==> config.mk <==
export PLATFORM = sky130hd
export DESIGN_NAME = mem_fetch_reader
export DESIGN_NICKNAME = d
export VERILOG_FILES = /design/src/rtl/mem_fetch_reader.sv
export SDC_FILE = /design/constraint.sdc
export NUM_CORES = 1
export LEC_CHECK = 0
export ABC_AREA = 1
export BUFFER_PORTS_ARGS = -buffer_cell sky130_fd_sc_hd__buf_4
export CORE_ASPECT_RATIO = 1.1
export CORE_MARGIN = 4
export CORE_UTILIZATION = 55
export CTS_CLUSTER_SIZE = 14
export DETAILED_ROUTE_END_ITERATION = 8
export PLACE_DENSITY = 0.82
export RECOVER_POWER = 50
export SKIP_LAST_GASP = 1
export SYNTH_ARGS = -nofsm -noshare
export SYNTH_HDL_FRONTEND = slang
export SYNTH_SLANG_ARGS = --single-unit
==> constraint.sdc <==
create_clock -name clk -period 2.3 [get_ports clk]
set_input_delay 0.23 -clock clk [delete_from_list [all_inputs] [get_ports clk]]
set_output_delay 0.23 -clock clk [all_outputs]
set_load 0.01 [all_outputs]
==> src/rtl/mem_fetch_reader.sv <==
// Instruction fetch front end: walks a PC through the ram, buffers read words in a small
// prefetch FIFO and hands them to the decoder over valid/ready. MEM_FETCH_PERF_EN adds a stall counter.
module mem_fetch_reader #(
  parameter int unsigned ADDR_BITS = 4,
  parameter int unsigned DATA_BITS = 8,
  parameter int unsigned DEPTH     = 2
) (
  input  logic                 clk,
  input  logic                 reset_n,
  input  logic                 start,
  input  logic [ADDR_BITS-1:0] start_addr,
  input  logic                 stop,
  input  logic                 jump,
  input  logic [ADDR_BITS-1:0] jump_addr,
  output logic [ADDR_BITS-1:0] mem_address,
  output logic                 mem_out_en,
  output logic                 mem_write_en,
  input  logic [DATA_BITS-1:0] mem_data,
  output logic                 instr_valid,
  output logic [DATA_BITS-1:0] instr_data,
  output logic [ADDR_BITS-1:0] instr_addr,
  input  logic                 instr_ready,
  output logic                 busy
`ifdef MEM_FETCH_PERF_EN
  ,
  output logic [15:0]          perf_stall_cnt
`endif
);

  localparam int unsigned PTR_BITS = (DEPTH > 1) ? $clog2(DEPTH) : 1;
  localparam int unsigned CNT_BITS = $clog2(DEPTH + 1);

  typedef enum logic [0:0] {
    ST_IDLE = 1'b0,
    ST_RUN  = 1'b1
  } state_t;

  state_t state;
  state_t state_nxt;

  logic [ADDR_BITS-1:0] pc;
  logic [DATA_BITS-1:0] fifo_data [DEPTH];
  logic [ADDR_BITS-1:0] fifo_addr [DEPTH];
  logic [PTR_BITS-1:0]  wr_ptr;
  logic [PTR_BITS-1:0]  rd_ptr;
  logic [CNT_BITS-1:0]  count;
  logic                 fifo_full;
  logic                 flush;
  logic                 push;
  logic                 pop;

  // State register
  always_ff @(posedge clk) begin
    if (!reset_n) state <= ST_IDLE;
    else          state <= state_nxt;
  end

  // Next state and read issue; stop outranks start, any control pulse suppresses the read
  always_comb begin
    state_nxt = state;
    flush     = stop | start | jump;
    fifo_full = (count == CNT_BITS'(DEPTH));
    push      = 1'b0;
    if (stop)       state_nxt = ST_IDLE;
    else if (start) state_nxt = ST_RUN;
    if (state == ST_RUN && !fifo_full && !flush) push = 1'b1;
  end

  assign pop          = instr_valid & instr_ready;
  assign mem_out_en   = push;
  assign mem_address  = pc;
  assign mem_write_en = 1'b0;
  assign busy         = (state == ST_RUN);
  assign instr_valid  = (count != '0);
  assign instr_data   = fifo_data[rd_ptr];
  assign instr_addr   = fifo_addr[rd_ptr];

  // Program counter: start reloads, jump redirects only while running, reads advance
  always_ff @(posedge clk) begin
    if (!reset_n) begin
      pc <= '0;
    end else if (!stop) begin
      if (start)                        pc <= start_addr;
      else if (jump && state == ST_RUN) pc <= jump_addr;
      else if (push)                    pc <= pc + ADDR_BITS'(1);
    end
  end

  // Prefetch FIFO; a flush drops everything including a head popped in the same cycle
  always_ff @(posedge clk) begin
    if (!reset_n) begin
      wr_ptr <= '0;
      rd_ptr <= '0;
      count  <= '0;
      for (int unsigned i = 0; i < DEPTH; i++) begin
        fifo_data[i] <= '0;
        fifo_addr[i] <= '0;
      end
    end else if (flush) begin
      wr_ptr <= '0;
      rd_ptr <= '0;
      count  <= '0;
    end else begin
      if (push) begin
        fifo_data[wr_ptr] <= mem_data;
        fifo_addr[wr_ptr] <= pc;
        wr_ptr            <= wr_ptr + PTR_BITS'(1);
      end
      if (pop) rd_ptr <= rd_ptr + PTR_BITS'(1);
      if (push && !pop)      count <= count + CNT_BITS'(1);
      else if (!push && pop) count <= count - CNT_BITS'(1);
    end
  end

`ifdef MEM_FETCH_PERF_EN
  // Cycles spent running with a full FIFO, saturating
  always_ff @(posedge clk) begin
    if (!reset_n || start) begin
      perf_stall_cnt <= '0;
    end else if (state == ST_RUN && fifo_full && perf_stall_cnt != 16'hFFFF) begin
      perf_stall_cnt <= perf_stall_cnt + 16'd1;
    end
  end
`endif

endmodule

==> flow_summary.yaml <==
routing:
  wl_per_cell_um: 13.3
  drtIter0Drc: 24
  via_per_inst: 5.12
  drt_wl_total_um: 3230
  firstDrtPassIters: 4
  ant_nets: 0
  drcViolationCount: 0
  via_count: 1240
layout:
  drive_gt1_share_pct: 33.5
  nets: 232
  area_growth_pct: 18.2
  final_cell_mix: "buf_4 (34), nor2_1 (24), nand2_1 (24), edfxtp_1 (24), inv_1 (22)"
  stdcell_count: 242
  fin_util_pct: 69.6
  final_common_cell: "buf_4"
  multi_input_area_sq_um: 597
  fill_cells: 238
  register_area_sq_um: 921
  antenna_cells: 0
sta:
  final_hold_viol_count: 0
  worst_pin_slew_ps: 736
  drv_slew: 0
  min_period_over_period_pct: 83.4
  tns_ps: 0
  grt_setup_unrepaired: "no"
  setup_viol: 0
  fin_crit_ps: 1920
  relSlewSlack_pct: 50.8
  fmax_mhz: 521
  skew_ps: 6.41
floorplanning:
  ioPinCount: 42
  start_util_pct: 58.9
  die_h_um: 66.0
  rows: 20
  dieArea_sq_um: 4000
  dieWidth_um: 60.7
  core_area_sq_um: 2850
yosys:
  yosys_warnings: 0
  synth_area_sq_um: 1680
  synth_compound_area_share_pct: 4.69
  synth_mux_area_share_pct: 8.05
  yosysSeqAreaShare_pct: 54.8
  synth-seq-cells: 34
  synth_xor_area_share_pct: 1.04
  synth_cells: 166
  synth_top_family_by_area: "simple AND/OR/NAND/NOR gates"
  ys_types: 24
  synthSimpleGateAreaFrac_pct: 22.0
  synth_fa_ha_area_share_pct: 1.49
  syn_nets: 190
  avgSynthCellArea_sq_um: 10.1
cts:
  post-cts-setup-buffer-count: 0
  cts-resized-gates: 0
  clockRootBuffer: "clkbuf_4"
  cts_buffers: 5
  cts_tree: "yes"
  clk_pin_slew_ps: 100
  cts_sinks: 34
  cts_hold_buffers: 0
  clkLatencyLatePin_ps: 340
  cts_buffer_depth: 2
  cts_max_level: 2
placed_design:
  dp_hpwl_um: 2380
  gp_congestion: 0.748
  placed_cells: 234
  portBuffers: 40
global_route:
  grt_max_degree: 14
  grt_pass1_vias: 1215
  antenna_found_initial: 0
  track_usage_pct: 18.1
  overflow: 0
  grt_pass1_wl_um: 5240
job:
  cap_violations: 0
setup_path:
  critical_path_class: "reg -> reg"
  crit_arrival_ps: 1910
  cp-end-kind: "flip-flop"
  worst_setup_path_start_kind: "flip-flop"
  reg2reg_slack_ps: 380
  crit_required_ps: 2290
  crit_fanout: 13
pwr:
  totalPowerFinal_mw: 1.16
  p_leak_nw: 0.843
  ir_worst_vdd_uv: 387
  power_density_nw_per_um2: 583
outcome:
  status: "complete, no violations"
hold_path:
  min_path_type: "in -> reg"
## area by class of cell
class                   instances  area share, %
clock buffers                   7           2.77
clock inverters                 1          0.252
well taps                      33           2.08
inverters                      23           4.41
flip-flops and latches         34           46.4
repair buffers                 40           14.0
multi-input cells             104           30.1
## flip-flops by register name, indices dropped and copies added (netlist names), named ones only
| register | cells |
|---|---|
| busy | 1 |
| count | 2 |
| fifo_addr | 8 |
| fifo_data | 16 |
| mem_address | 4 |
| rd_ptr | 1 |
| wr_ptr | 1 |
## cells in the mapped netlist
cell type  count  area [sq um]
edfxtp_1      24           721
nand2_1       24          90.1
inv_1         21          78.8
nor2_2        21           131
nor2_1        16          60.1
mux2_2        12           135
dfxtp_1       10           200
o21ai_0        7          35.0
a21oi_1        6          30.0
nand3_1        6          30.0
buf_2          2          10.0
buf_6          2          22.5
ha_1           2          25.0
nand3_4        2          35.0
xor2_1         2          17.5
a211oi_1       1          7.51
a31oi_1        1          6.26
buf_4          1          7.51
conb_1         1          3.75
inv_2          1          3.75
inv_4          1          6.26
nand3_2        1          10.0
nand4_1        1          6.26
or2_2          1          6.26
## final timing paths
path / endpoint / from / cells after the start
max: fifo_addr[1][1] / busy / 6
min: busy / stop / 2
max reg2reg: fifo_addr[1][1] / busy / 6
min reg2reg: rd_ptr / rd_ptr / 2
## through the flow
stage                     cell area, sq um  hold slack [ps]  setup WS [ps]
after global placement                1980              423            597
final                                 1980             64.2            381
after detailed placement              1980              431            460
after floorplan                       1680              308            643
after CTS                             2040             60.2            441
after global routing                  1980             40.0            241
## per-layer routing
metal,wire [um],track usage [%]
met2,1720,32.2
met3,220,6.45
met1,1250,19.2
met4,45,6.50
met5,0,0
## report_power, final
group | internal [mW] | switching, mW | leakage (nW) | total, mW
Clock | 0.148 | 0.199 | 0.0353 | 0.347
Sequential | 0.674 | 0.0130 | 0.331 | 0.687
Combinational | 0.0571 | 0.0662 | 0.477 | 0.123
Total | 0.879 | 0.278 | 0.843 | 1.16
## cell families after synthesis
logic type               after synthesis
AND/OR/NAND/NOR                       72
XOR/XNOR                               2
buffers and inverters                 28
other                                  1
adder cells (fa/ha/maj)                2
flip-flops                            34
AO/OA/AOI/OAI                         15
multiplexers                          12
## critical path, cell delays in order (launching register included)
cell	delay [ps]
dfxtp_1	410
inv_1	80
nor2_1	120
nand3_2	120
clkinvlp_2	190
nand3_4	190
nand2_1	450
(Power assumes the default switching activity.)
